**src/rtl/eigen_reconstruct_if.sv**
```systemverilog
// Request/result bundle for eigen_reconstruct: eigen inputs, start handshake, busy/done and the rebuilt matrix.
interface eigen_reconstruct_if #(
  parameter int N_STOCKS = 2,
  parameter int WIDTH    = 16
);
  logic                                           start;
  logic [N_STOCKS-1:0][N_STOCKS-1:0][WIDTH-1:0]   eigenvectors;
  logic [N_STOCKS-1:0][N_STOCKS-1:0][WIDTH-1:0]   eigenvalues;
  logic                                           busy;
  logic                                           done;
  logic [N_STOCKS-1:0][N_STOCKS-1:0][WIDTH-1:0]   matrix;

  modport master (output start, eigenvectors, eigenvalues, input busy, done, matrix);
  modport slave  (input start, eigenvectors, eigenvalues, output busy, done, matrix);
endinterface

```
**src/rtl/eigen_reconstruct.sv**
```systemverilog
// Rebuilds A = V*D*V^T in signed fixed point with one time-multiplexed multiplier.
// SCALE forms P = V*D row-major, ACCUM sums P[i][k]*V[j][k] over k for every (i,j).
module eigen_reconstruct #(
  parameter int N_STOCKS = 2,
  parameter int WIDTH    = 16,
  parameter int FRAC     = 8
) (
  input  logic               clk,
  input  logic               rst,
  eigen_reconstruct_if.slave bus
);
  localparam int CW   = $clog2(N_STOCKS);
  localparam int PW   = 2*WIDTH;
  localparam int ACCW = 2*WIDTH + CW + 1;

  localparam logic [1:0] S_IDLE  = 2'd0;
  localparam logic [1:0] S_SCALE = 2'd1;
  localparam logic [1:0] S_ACCUM = 2'd2;
  localparam logic [1:0] S_DONE  = 2'd3;

  localparam logic [CW-1:0] LAST = CW'(N_STOCKS-1);

  localparam logic signed [ACCW-1:0] MAXV = {{(ACCW-WIDTH+1){1'b0}}, {(WIDTH-1){1'b1}}};
  localparam logic signed [ACCW-1:0] MINV = {{(ACCW-WIDTH+1){1'b1}}, {(WIDTH-1){1'b0}}};

  typedef logic [N_STOCKS-1:0][N_STOCKS-1:0][WIDTH-1:0] mat_t;

  logic [1:0]                       state;
  logic [CW-1:0]                    ci, cj, ck;
  mat_t                             v_r, p_r, mat_r;
  logic [N_STOCKS-1:0][WIDTH-1:0]   lam_r;
  logic signed [ACCW-1:0]           acc;

  logic signed [WIDTH-1:0]          op_a, op_b;
  logic signed [PW-1:0]             prod;
  logic signed [ACCW-1:0]           prod_x, acc_base, acc_sum;
  logic [WIDTH-1:0]                 p_sat, a_sat;

  function automatic logic [WIDTH-1:0] sat(input logic signed [ACCW-1:0] x);
    if (x > MAXV)      return MAXV[WIDTH-1:0];
    else if (x < MINV) return MINV[WIDTH-1:0];
    else               return x[WIDTH-1:0];
  endfunction

  // Operand mux for the single shared multiplier.
  always_comb begin
    op_a = '0;
    op_b = '0;
    if (state == S_SCALE) begin
      op_a = v_r[ci][ck];
      op_b = lam_r[ck];
    end else begin
      op_a = p_r[ci][ck];
      op_b = v_r[cj][ck];
    end
  end

  assign prod     = PW'(op_a) * PW'(op_b);
  assign prod_x   = ACCW'(prod);
  assign acc_base = (ck == '0) ? '0 : acc;
  assign acc_sum  = acc_base + prod_x;
  assign p_sat    = sat(prod_x >>> FRAC);
  assign a_sat    = sat(acc_sum >>> FRAC);

  always_ff @(posedge clk or negedge rst) begin
    if (!rst) begin
      state <= S_IDLE;
      ci    <= '0;
      cj    <= '0;
      ck    <= '0;
      v_r   <= '0;
      p_r   <= '0;
      lam_r <= '0;
      mat_r <= '0;
      acc   <= '0;
    end else begin
      case (state)
        S_IDLE: begin
          if (bus.start) begin
            v_r <= bus.eigenvectors;
            for (int k = 0; k < N_STOCKS; k++) lam_r[k] <= bus.eigenvalues[k][k];
            ci    <= '0;
            cj    <= '0;
            ck    <= '0;
            state <= S_SCALE;
          end
        end
        S_SCALE: begin
          p_r[ci][ck] <= p_sat;
          if (ck == LAST) begin
            ck <= '0;
            if (ci == LAST) begin
              ci    <= '0;
              state <= S_ACCUM;
            end else begin
              ci <= ci + 1'b1;
            end
          end else begin
            ck <= ck + 1'b1;
          end
        end
        S_ACCUM: begin
          acc <= acc_sum;
          // Entry becomes visible as soon as its last product lands.
          if (ck == LAST) begin
            mat_r[ci][cj] <= a_sat;
            ck <= '0;
            if (cj == LAST) begin
              cj <= '0;
              if (ci == LAST) begin
                ci    <= '0;
                state <= S_DONE;
              end else begin
                ci <= ci + 1'b1;
              end
            end else begin
              cj <= cj + 1'b1;
            end
          end else begin
            ck <= ck + 1'b1;
          end
        end
        S_DONE:  state <= S_IDLE;
        default: state <= S_IDLE;
      endcase
    end
  end

  assign bus.busy   = (state != S_IDLE);
  assign bus.done   = (state == S_DONE);
  assign bus.matrix = mat_r;

  // Off-diagonal eigenvalue entries are deliberately not consumed.
  logic unused_offdiag;
  assign unused_offdiag = ^bus.eigenvalues;
endmodule

```
**src/flat_wrapper.sv**
```systemverilog
// flat-port wrapper written by rule: the top's interface ports become plain ports
module eigen_reconstruct_flat 
#(
  parameter int N_STOCKS = 2,
  parameter int WIDTH    = 16,
  parameter int FRAC     = 8
)
  (clk, rst, bus_start, bus_eigenvectors, bus_eigenvalues, bus_busy, bus_done, bus_matrix);
  eigen_reconstruct_if #(.N_STOCKS(N_STOCKS), .WIDTH(WIDTH)) bus_i ();
  input  logic clk;
  input  logic rst;
  input wire logic [$bits(bus_i.start)-1:0] bus_start;
  input wire logic [$bits(bus_i.eigenvectors)-1:0] bus_eigenvectors;
  input wire logic [$bits(bus_i.eigenvalues)-1:0] bus_eigenvalues;
  output wire logic [$bits(bus_i.busy)-1:0] bus_busy;
  output wire logic [$bits(bus_i.done)-1:0] bus_done;
  output wire logic [$bits(bus_i.matrix)-1:0] bus_matrix;
  assign bus_i.start = bus_start;
  assign bus_i.eigenvectors = bus_eigenvectors;
  assign bus_i.eigenvalues = bus_eigenvalues;
  assign bus_busy = bus_i.busy;
  assign bus_done = bus_i.done;
  assign bus_matrix = bus_i.matrix;
  eigen_reconstruct #(.N_STOCKS(N_STOCKS), .WIDTH(WIDTH), .FRAC(FRAC)) u_core (.clk(clk), .rst(rst), .bus(bus_i));
endmodule
```
**config.mk**
```make
export PLATFORM = sky130hd
export DESIGN_NAME = eigen_reconstruct_flat
export DESIGN_NICKNAME = d
export VERILOG_FILES = /design/src/rtl/eigen_reconstruct_if.sv /design/src/rtl/eigen_reconstruct.sv /design/src/flat_wrapper.sv
export SDC_FILE = /design/constraint.sdc
export NUM_CORES = 1
export LEC_CHECK = 0
export CORE_MARGIN = 1
export CORE_UTILIZATION = 35
export CTS_CLUSTER_SIZE = 40
export DETAILED_ROUTE_END_ITERATION = 6
export SKIP_CTS_REPAIR_TIMING = 1
export SYNTH_ARGS = -nofsm -noshare
export SYNTH_HDL_FRONTEND = slang
export SYNTH_SLANG_ARGS = --single-unit
```
**constraint.sdc**
```tcl
create_clock -name clk -period 19.2 [get_ports clk]
set_input_delay 1.92 -clock clk [delete_from_list [all_inputs] [get_ports clk]]
set_output_delay 1.92 -clock clk [all_outputs]
set_load 0.03 [all_outputs]
```
== After elaboration in Yosys (flattened, before gate mapping) ==
Index checks and enable logic that the tools add are counted.

* $add $sub $neg: 4
* $mul: 1
* Magnitude comparators: 10
* Equal/unequal tests: 9
* Muxes and demuxes: 49
* Reduce and logical (&&, ||, !) cells: 15

{| class="wikitable"
|+ Operator list
! operator !! count
|-
| 16-bit 2-to-1 mux || 16
|-
| 32-bit 2-to-1 mux || 8
|-
| 64-bit bitwise mux || 2
|-
| 32-bit demux with 1-bit select || 2
|-
| 34-bit by 32-bit adder with 34-bit output || 1
|-
| 34-bit 2-to-1 mux || 1
|-
| 16-bit demux with 1-bit select || 2
|-
| 16-bit by 16-bit multiplier with 32-bit output || 1
|-
| 26-bit by 16-bit greater-than comparator with 1-bit output (second input constant) || 1
|-
| 26-bit by 16-bit less-than comparator with 1-bit output (second input constant) || 1
|-
| 24-bit by 16-bit greater-than comparator with 1-bit output (second input constant) || 1
|-
| 24-bit by 16-bit less-than comparator with 1-bit output (second input constant) || 1
|-
| 2-bit 2-to-1 mux || 6
|-
| 2-bit by 1-bit != test with 1-bit output (second input constant) || 5
|-
| 1-bit 2-to-1 mux || 8
|-
| 2-bit case mux with 4 select lines || 1
|-
| 1-bit by 2-bit less-than comparator with 1-bit output (second input constant) || 3
|-
| 2-bit AND reduction || 3
|-
| 6-bit AND reduction || 1
|-
| 2-bit nonzero test || 3
|-
| 5-bit AND reduction || 1
|-
| 2-bit == test (second input constant) || 2
|-
| 1-bit case mux with 2 select lines || 2
|-
| 1-bit adder (second input constant) || 3
|-
| other kinds (9) || 13
|}

* Register bits: 263
* Bits of input ports: 131
* Output and inout bits: 66
* Logic and storage cells: 107

== Longest topological paths before layout ==
Gate-level depths: netlist of run 1.

* Depth in word-level cells: 11
* Gate-level depth with buffers: 44
* Depth with buffers taken out: 39

== Worst setup path before layout of run 1 ==
No wires, ideal clock.

* Path type: register to register
* Start point: register u_core.ck
* End point: register u_core.mat_r (netlist bit u_core.bus.matrix[10])
* Library setup time: 0.129 ns
* Data arrival time: 10.736 ns
* Required time: 19.071 ns
* Path slack: 8.335 ns
* Stages on the path, launching flop included: 43
* Path buffers: 7
* Clock period less this slack: 10.865 ns
* Cell sequence: dfrtp_1 > clkbuf_1 > clkbuf_1 > buf_1 > buf_1 > mux2i_1 > a21oi_1 > clkbuf_1 > nand2_1 > fa_1 > inv_1 > fa_1 > inv_1 > fa_1 > inv_1 > fa_1 > fa_1 > inv_1 > (+7 left out) > nor3b_1 > o21ai_0 > a21o_1 > a21oi_1 > xnor2_1 > ha_1 > a211oi_1 > o21ai_0 > a221o_1 > a221o_1 > maj3_1 > maj3_1 > xnor2_1 > and4bb_2 > nand4_2 > o2bb2ai_1 > buf_4 > o22ai_1

* Cells in the longest elaborated chain, start to end: 9
* Elaborated cells between the ends (all ways): 19
* Classes of those cells: add/sub (1); mul (1); order compare (2); mux (14); reduce/logical (1)

{| class="wikitable"
|+ Ends and longest elaborated chain
! item !! RTL line !! text
|-
| start, declared || eigen_reconstruct.sv:29 || <nowiki>logic [CW-1:0] ci, cj, ck;</nowiki>
|-
| start signal, assigned || eigen_reconstruct.sv:99 || <nowiki>ck <= ck + 1'b1;</nowiki>
|-
| start signal, assigned || eigen_reconstruct.sv:120 || <nowiki>ck <= ck + 1'b1;</nowiki>
|-
| 16-bit 2-to-1 mux (on tied branches) (2 in a row) || - ||
|-
| 16-bit 2-to-1 mux || eigen_reconstruct.sv:49 || <nowiki>if (state == S_SCALE) begin</nowiki>
|-
| 16-bit by 16-bit multiplier with 32-bit output || eigen_reconstruct.sv:58 || <nowiki>assign prod = PW'(op_a) * PW'(op_b);</nowiki>
|-
| 34-bit by 32-bit adder with 34-bit output || eigen_reconstruct.sv:61 || <nowiki>assign acc_sum = acc_base + prod_x;</nowiki>
|-
| 26-bit by 16-bit less-than comparator with 1-bit output || eigen_reconstruct.sv:41 || <nowiki>else if (x < MINV) return MINV[WIDTH-1:0];</nowiki>
|-
| 16-bit 2-to-1 mux || eigen_reconstruct.sv:41 ||
|-
| 16-bit 2-to-1 mux || eigen_reconstruct.sv:40 || <nowiki>if (x > MAXV) return MAXV[WIDTH-1:0];</nowiki>
|-
| 64-bit bitwise mux || eigen_reconstruct.sv:106 || <nowiki>mat_r[ci][cj] <= a_sat;</nowiki>
|-
| end signal, assigned by index || eigen_reconstruct.sv:106 ||
|-
| end, declared || eigen_reconstruct.sv:30 || <nowiki>mat_t v_r, p_r, mat_r;</nowiki>
|}

Parallel ways exist; a longest one is shown, timed or not. The select of a mux whose other input is x is not followed.
A chain may end at the register's enable or synchronous reset.

== Worst setup path in the final report of run 1 ==
* Start point: register u_core.ck
* End point: register u_core.mat_r (netlist bit u_core.bus.matrix[4])

Same word-level chain as after synthesis.

==> results.ini, run 1 <==
[worst_hold_path]
min-delay-path-class=register to register
timing.hold.worst.start=u_core.acc[23]

[sta]
final.min_clock_period_ns=13.03
final_hold_viol_count=0
period_share_pct=67.9
fmax_mhz=76.8
finalSetupViolations=0
tightestPinTransition_ns=1.22
worst_clock_skew_ns=0.0148
rsz0062_at_grt=no
finalMaxSlewViolations=0
worst_slew_slack_as_a_fraction_of_its_limit_pct=16.1
fin_tns_setup_ns=0

[worst_setup_path]
crit_required_ns=19.63
timing.critical_path.arrival_ns=13.45
setup.worst_path.start_class=register
critical_path.most_common_cell=sky130_fd_sc_hd__fa_1
crit_path_start=u_core.ck
cp_capture_type=register
cp_max_fo=64
reg2reg_from=u_core.ck
worst-setup-path-type=register to register
slowest_delay_ns=0.95
standard_cell_with_the_maximum_stage_delay_on_the_critical_path=sky130_fd_sc_hd__o2bb2ai_1

[synthesis]
synth_top_cell_area_share_pct=27.2
synth_seq_area_share_pct=27.2
synth_largest_area_cell=sky130_fd_sc_hd__dfrtp_1
synth.area.top_cells=sky130_fd_sc_hd__dfrtp_1 27%, sky130_fd_sc_hd__fa_1 22%, sky130_fd_sc_hd__mux2_2 6.8%, sky130_fd_sc_hd__ha_1 6.0%, sky130_fd_sc_hd__inv_1 5.5%
yosys_warnings=0
synth-async-reset-ratio_pct=100
ys_ff_latch=263
synth_cells=2467
number_of_enable_type_register_cells_in_the_synthesized_netlist=0
synthFlopType=sky130_fd_sc_hd__dfrtp_1
yosys.cell_count.top_type=sky130_fd_sc_hd__inv_1
yosys.cell_types.count=74
mappedNetlistArea_um2=24200
avgSynthCellArea_um2=9.79
nets_in_the_synthesized_netlist=2976
synth.cells.most_frequent=355 x sky130_fd_sc_hd__inv_1, 299 x sky130_fd_sc_hd__nor2_1, 263 x sky130_fd_sc_hd__dfrtp_1, 263 x sky130_fd_sc_hd__fa_1, 196 x sky130_fd_sc_hd__nand2_1

[finish]
stdcell_area_um2=27800
drive_gt1_share_pct=12.0
stdcell_count=3484
nNetsFinal=3092
syn2layout_area_growth_pct=15.2

[global_route]
grt_start_max_net_pins=155
via_count_of_the_first_global_routing_pass=19500
first_pass_grt_wire_length_mm=110
track_usage_pct=19.8
antenna_found_initial=4
grt.overflow.total=0

[clocking]
clock_tree.buffer_depth=3
cts-root-buf=sky130_fd_sc_hd__clkbuf_16
clock_tree_sinks=263
cts_tree=built
clock_latency_ns=0.59
cts_buffers=30
cts_htree_levels=1
path_clk_slew_ns=0.06

[drt]
route.final.wire_length_mm=67.4
routed-via-count=18200
top_layer=met4
firstDrtPassIters=5
met2WireLength_mm=32.5
remaining_drc_errors=0
wl_met1_mm=29.2
wl_per_cell_um=19.3
drt-vias-per-instance=5.23
dr_wl_met3_mm=3.52
drt_iter0_drc=1167
drt.antenna.violating_nets=0

[outcome]
outcome=finished, final reports clean

[die]
placementRows=95
die_width_um=265
die_height_um=265
core-area_um2=67800
initial_core_util_pct=35.7
ioPinCount=197
floorplan.die_area_um2=70100

[place]
post_dp_cell_area_um2=26700
io_buffer_count=164
detailedPlacementHpwl_mm=52.0
routabilityCongestion=0.920
post-place-cells=3424

[job]
cap_violations=0

flip-flops by register name, indices dropped and copies added, names as in the netlist:
signal	flops
u_core.acc	34
u_core.v_r	64
u_core.cj	1
u_core.ck	1
u_core.p_r	64
u_core.lam_r	32
u_core.state	2
u_core.ci	1
u_core.bus.matrix	64
layer usage:
| metal | track usage [%] | up-vias |
|---|---|---|
| met2 | 33.3 | 514 |
| met3 | 2.69 | 116 |
| met4 | 6.05 | 0 |
| met1 | 26.6 | 9248 |
| met5 | 0 | - |
| li1 | - | 8341 |
placed cells by master (no fill, tap or decap), types with 24 or more instances in the layout:
cell type and instances:
sky130_fd_sc_hd__inv_1 355, sky130_fd_sc_hd__nor2_1 297, sky130_fd_sc_hd__fa_1 263, sky130_fd_sc_hd__dfrtp_1 261, sky130_fd_sc_hd__nand2_1 195, sky130_fd_sc_hd__clkdlybuf4s50_1 163, sky130_fd_sc_hd__mux2_2 145, sky130_fd_sc_hd__a21oi_1 134
sky130_fd_sc_hd__ha_1 113, sky130_fd_sc_hd__o21ai_0 102, sky130_fd_sc_hd__o22ai_1 61, sky130_fd_sc_hd__mux4_2 48, sky130_fd_sc_hd__and2_1 47, sky130_fd_sc_hd__xnor2_1 44, sky130_fd_sc_hd__mux2i_1 33, sky130_fd_sc_hd__nand2b_1 32
sky130_fd_sc_hd__clkbuf_16 30, sky130_fd_sc_hd__buf_4 25, sky130_fd_sc_hd__a21o_1 24
metrics by stage:
stage / util (%) / hold WS, ns / setup WS [ns]
floorplan: - / 0.473 / 8.34
global placement: 39.5 / 0.481 / 6.38
detailed placement: 39.5 / 0.488 / 6.35
CTS: 41.1 / 0.502 / 6.28
global route: 41.1 / 0.513 / 5.48
finish: 41.1 / 0.500 / 6.17
worst paths after layout:
check | endpoint | slack, ns | cells after the start
max | u_core.bus.matrix[4] | 6.17 | 36
min | u_core.acc[23] | 0.50 | 1
max reg2reg | u_core.bus.matrix[4] | 6.17 | 36
min reg2reg | u_core.acc[23] | 0.50 | 1
max in group asynchronous | u_core.lam_r[18] | 16.39 | 2
min in group asynchronous | u_core.bus.matrix[4] | 1.41 | 1
worst max-delay path: cells and delay by family, from the launching register on:
kind / cells / cell delay, ns
adders and majority gates: 9 / 4.39
AOI/OAI and AO/OA: 11 / 3.29
and+or+nand+nor: 7 / 1.38
muxes: 2 / 1.25
DFF: 1 / 0.91
buffers and inverters: 5 / 0.89
xor gates and xnor gates: 2 / 0.70
cells by family (layout without fill, tap and decap cells):
logic type	count (synthesis)	after routing	synth area share (%)
simple gates	659	659	12.1
compound gates	412	412	10.4
mux	226	226	12.6
fa+ha+maj	381	381	27.9
xor+xnor	65	65	2.45
flops	263	263	27.2
other cells	0	5	0
buf+inv	461	600	7.31
final cells by class:
class	instances	area, um^2
clock inverters	13	214
clock buffers	42	866
fillers	6492	39900
flip-flops and latches	263	6590
repair buffers	190	1850
inverters	355	1330
multi-input cells	1743	15900
diodes	5	12.5
well taps	873	1090
Power of run 1 is left out: the tool's default activity adds up to more than one toggle a clock period on the data nets, which glitch-free logic cannot reach.
==> inputs of run 2 (changes only) <==
Clock period 19.2 ns to 11.15 ns, I/O delays scaled along.
==> run 2 against run 1 <==
Against the previous run:
- the flow now finishes with violations (design-rule violations)
- non-clock buffer count is 83 higher
- utilization is 1.0 points higher
- setup slack got worse by 5.7 ns
- die area is the same
- global-route usage rose by 0.49 points
- via count grew 2.0%
- wire length increased by 2.9%
- clock skew increased by 0.014 ns
- register-to-register slack got worse by 5.7 ns
- critical path type unchanged
==> results.ini, run 2 (same netlist as run 1, synthesis figures left out) <==
[drt]
remaining_drc_errors=1  ; was 0
route.final.wire_length_mm=69.4  ; was 67.4 mm
routed-via-count=18600  ; was 18.2k
drt-vias-per-instance=5.22  ; was 5.23
wl_per_cell_um=19.5  ; was 19.3 um
firstDrtPassIters=7  ; was 5
drt.antenna.violating_nets=0  ; unchanged
drt_iter0_drc=1136  ; was 1,167

[global_route]
grt.overflow.total=0  ; unchanged
track_usage_pct=20.3  ; was 19.8%
via_count_of_the_first_global_routing_pass=19600  ; was 19.5k
first_pass_grt_wire_length_mm=112  ; was 110 mm
antenna_found_initial=1  ; was 4
grt_start_max_net_pins=132  ; was 155

[outcome]
outcome=finished with violations  ; was finished, final reports clean
failed_checks=design-rule violations

[worst_setup_path]
reg2reg_from=u_core.ck  ; unchanged
crit_required_ns=11.65  ; was 19.63 ns
reg2reg_slack_ns=0.46  ; was 6.17 ns
setup.worst_path.start_class=register  ; unchanged
rr_endpoint=u_core.bus.matrix[8]  ; was u_core.bus.matrix[4]
cp_capture_type=register  ; unchanged
cp_max_fo=18  ; was 64
standard_cell_with_the_maximum_stage_delay_on_the_critical_path=sky130_fd_sc_hd__dfrtp_4  ; was sky130_fd_sc_hd__o2bb2ai_1
timing.critical_path.arrival_ns=11.19  ; was 13.45 ns
critical_path.most_common_cell=sky130_fd_sc_hd__fa_1  ; unchanged
reg2reg_depth=38  ; was 36
worst-setup-path-type=register to register  ; unchanged
slowest_delay_ns=0.60  ; was 0.95 ns

[die]
core-area_um2=67800  ; unchanged
ioPinCount=197  ; unchanged
floorplan.die_area_um2=70100  ; unchanged
initial_core_util_pct=35.7  ; unchanged
placementRows=95  ; unchanged
die_height_um=265  ; unchanged
die_width_um=265  ; unchanged

[worst_hold_path]
timing.hold.worst.start=u_core.acc[12]  ; was u_core.acc[23]
min-delay-path-class=register to register  ; unchanged
number_of_cells_on_the_worst_hold_path=1  ; unchanged
whs_endpoint=u_core.acc[12]  ; was u_core.acc[23]

[finish]
drive_gt1_share_pct=15.1  ; was 12.0%
mostFrequentLayoutCell=sky130_fd_sc_hd__inv_1  ; unchanged
syn2layout_area_growth_pct=18.1  ; was 15.2%
commonest_non_fill_non_tap_cells_in_the_layout=353 x sky130_fd_sc_hd__inv_1, 296 x sky130_fd_sc_hd__nor2_1, 263 x sky130_fd_sc_hd__fa_1  ; was 355 x sky130_fd_sc_hd__inv_1, 297 x sky130_fd_sc_hd__nor2_1, 263 x sky130_fd_sc_hd__fa_1
fillCellCount=6484  ; was 6,492
stdcell_area_um2=28500  ; was 27,800 um^2
nNetsFinal=3175  ; was 3,092

[sta]
rsz0062_at_grt=no  ; unchanged
worst_clock_skew_ns=0.0289  ; was 0.0148 ns
fmax_mhz=93.6  ; was 76.8 MHz
worst_hold_margin_ns=0.500  ; about the same
fin_tns_setup_ns=0  ; unchanged
finalMaxSlewViolations=0  ; unchanged
period_share_pct=95.8  ; was 67.9%
tightestPinTransition_ns=1.03  ; was 1.22 ns
worst_slew_slack_as_a_fraction_of_its_limit_pct=31.3  ; was 16.1%
finalSetupViolations=0  ; unchanged
final.min_clock_period_ns=10.69  ; was 13.03 ns
final_hold_viol_count=0  ; unchanged

[clocking]
cts_htree_levels=1  ; unchanged
cts_buffers=30  ; unchanged
clock_tree_sinks=263  ; unchanged
clock_tree.buffer_depth=3  ; unchanged
clock_latency_ns=0.59  ; about the same
cts_tree=built  ; unchanged
cts-root-buf=sky130_fd_sc_hd__clkbuf_16  ; unchanged
path_clk_slew_ns=0.06  ; about the same

[place]
routabilityCongestion=0.901  ; was 0.920
detailedPlacementHpwl_mm=54.4  ; was 52.0 mm
io_buffer_count=164  ; unchanged
post_dp_cell_area_um2=27400  ; was 26,700 um^2

[job]
cap_violations=0  ; unchanged

[run 2: cell types whose count changed in the layout (fill, tap and decap cells not counted), moves of 3 or more]
| cell | delta |
|---|---|
| sky130_fd_sc_hd__o21ai_0 | -3 |
| sky130_fd_sc_hd__buf_4 | +74 |
| sky130_fd_sc_hd__diode_2 | -4 |
| sky130_fd_sc_hd__buf_12 | +7 |
| sky130_fd_sc_hd__mux2i_1 | -3 |
[run 2: worst max path at each step]
stage / from / endpoint / slack, ns
2_1_floorplan: u_core.ck / u_core.bus.matrix[10] / 0.29
3_3_place_gp: u_core.ck / u_core.bus.matrix[56] / 0.34
3_5_place_dp: u_core.state[1] / u_core.bus.matrix[32] / 0.15
4_1_cts: u_core.state[0] / u_core.bus.matrix[32] / 0.14
5_1_grt: u_core.state[1] / u_core.bus.matrix[14] / 0.006
6_report: u_core.ck / u_core.bus.matrix[8] / 0.46
[run 2: per-layer routing]
layer	share of wire, %	global-route usage (%)
met2	49	33.7
met3	5.1	2.80
met1	43	27.4
met5	0	0
met4	3.4	6.80
[run 2: per-stage QoR]
| step | setup WS [ns] | util [%] | cells |
|---|---|---|---|
| 6_report | 0.463 | 42.1 | 3561 |
| 5_1_grt | 0.00610 | 42.1 | 3561 |
| 4_1_cts | 0.143 | 41.9 | 3554 |
| 3_5_place_dp | 0.145 | 40.4 | 3501 |
| 3_3_place_gp | 0.343 | 40.4 | 3501 |
| 2_1_floorplan | 0.285 | - | 2467 |
[run 2: area by class of cell]
cell class,instances,area (um^2),area share [%]
diodes,1,2.50,0.00877
clock buffers,42,846,2.97
clock inverters,11,129,0.452
inverters,355,1340,4.69
multi-input cells,1743,16000,55.9
flip-flops and latches,263,6590,23.1
well taps,873,1090,3.83
repair buffers,273,2570,9.02
[run 2: worst max-delay path, delay by kind of cell, from the launching register on]
kind	cells	cell delay [ns]
DFF	1	0.60
and+or+nand+nor	6	1.20
xor gates and xnor gates	1	0.19
adders and majority gates	9	4.05
AOI/OAI and AO/OA	12	2.45
muxes	2	0.87
buffers and inverters	8	1.23
Power of run 2 is left out for the same reason.
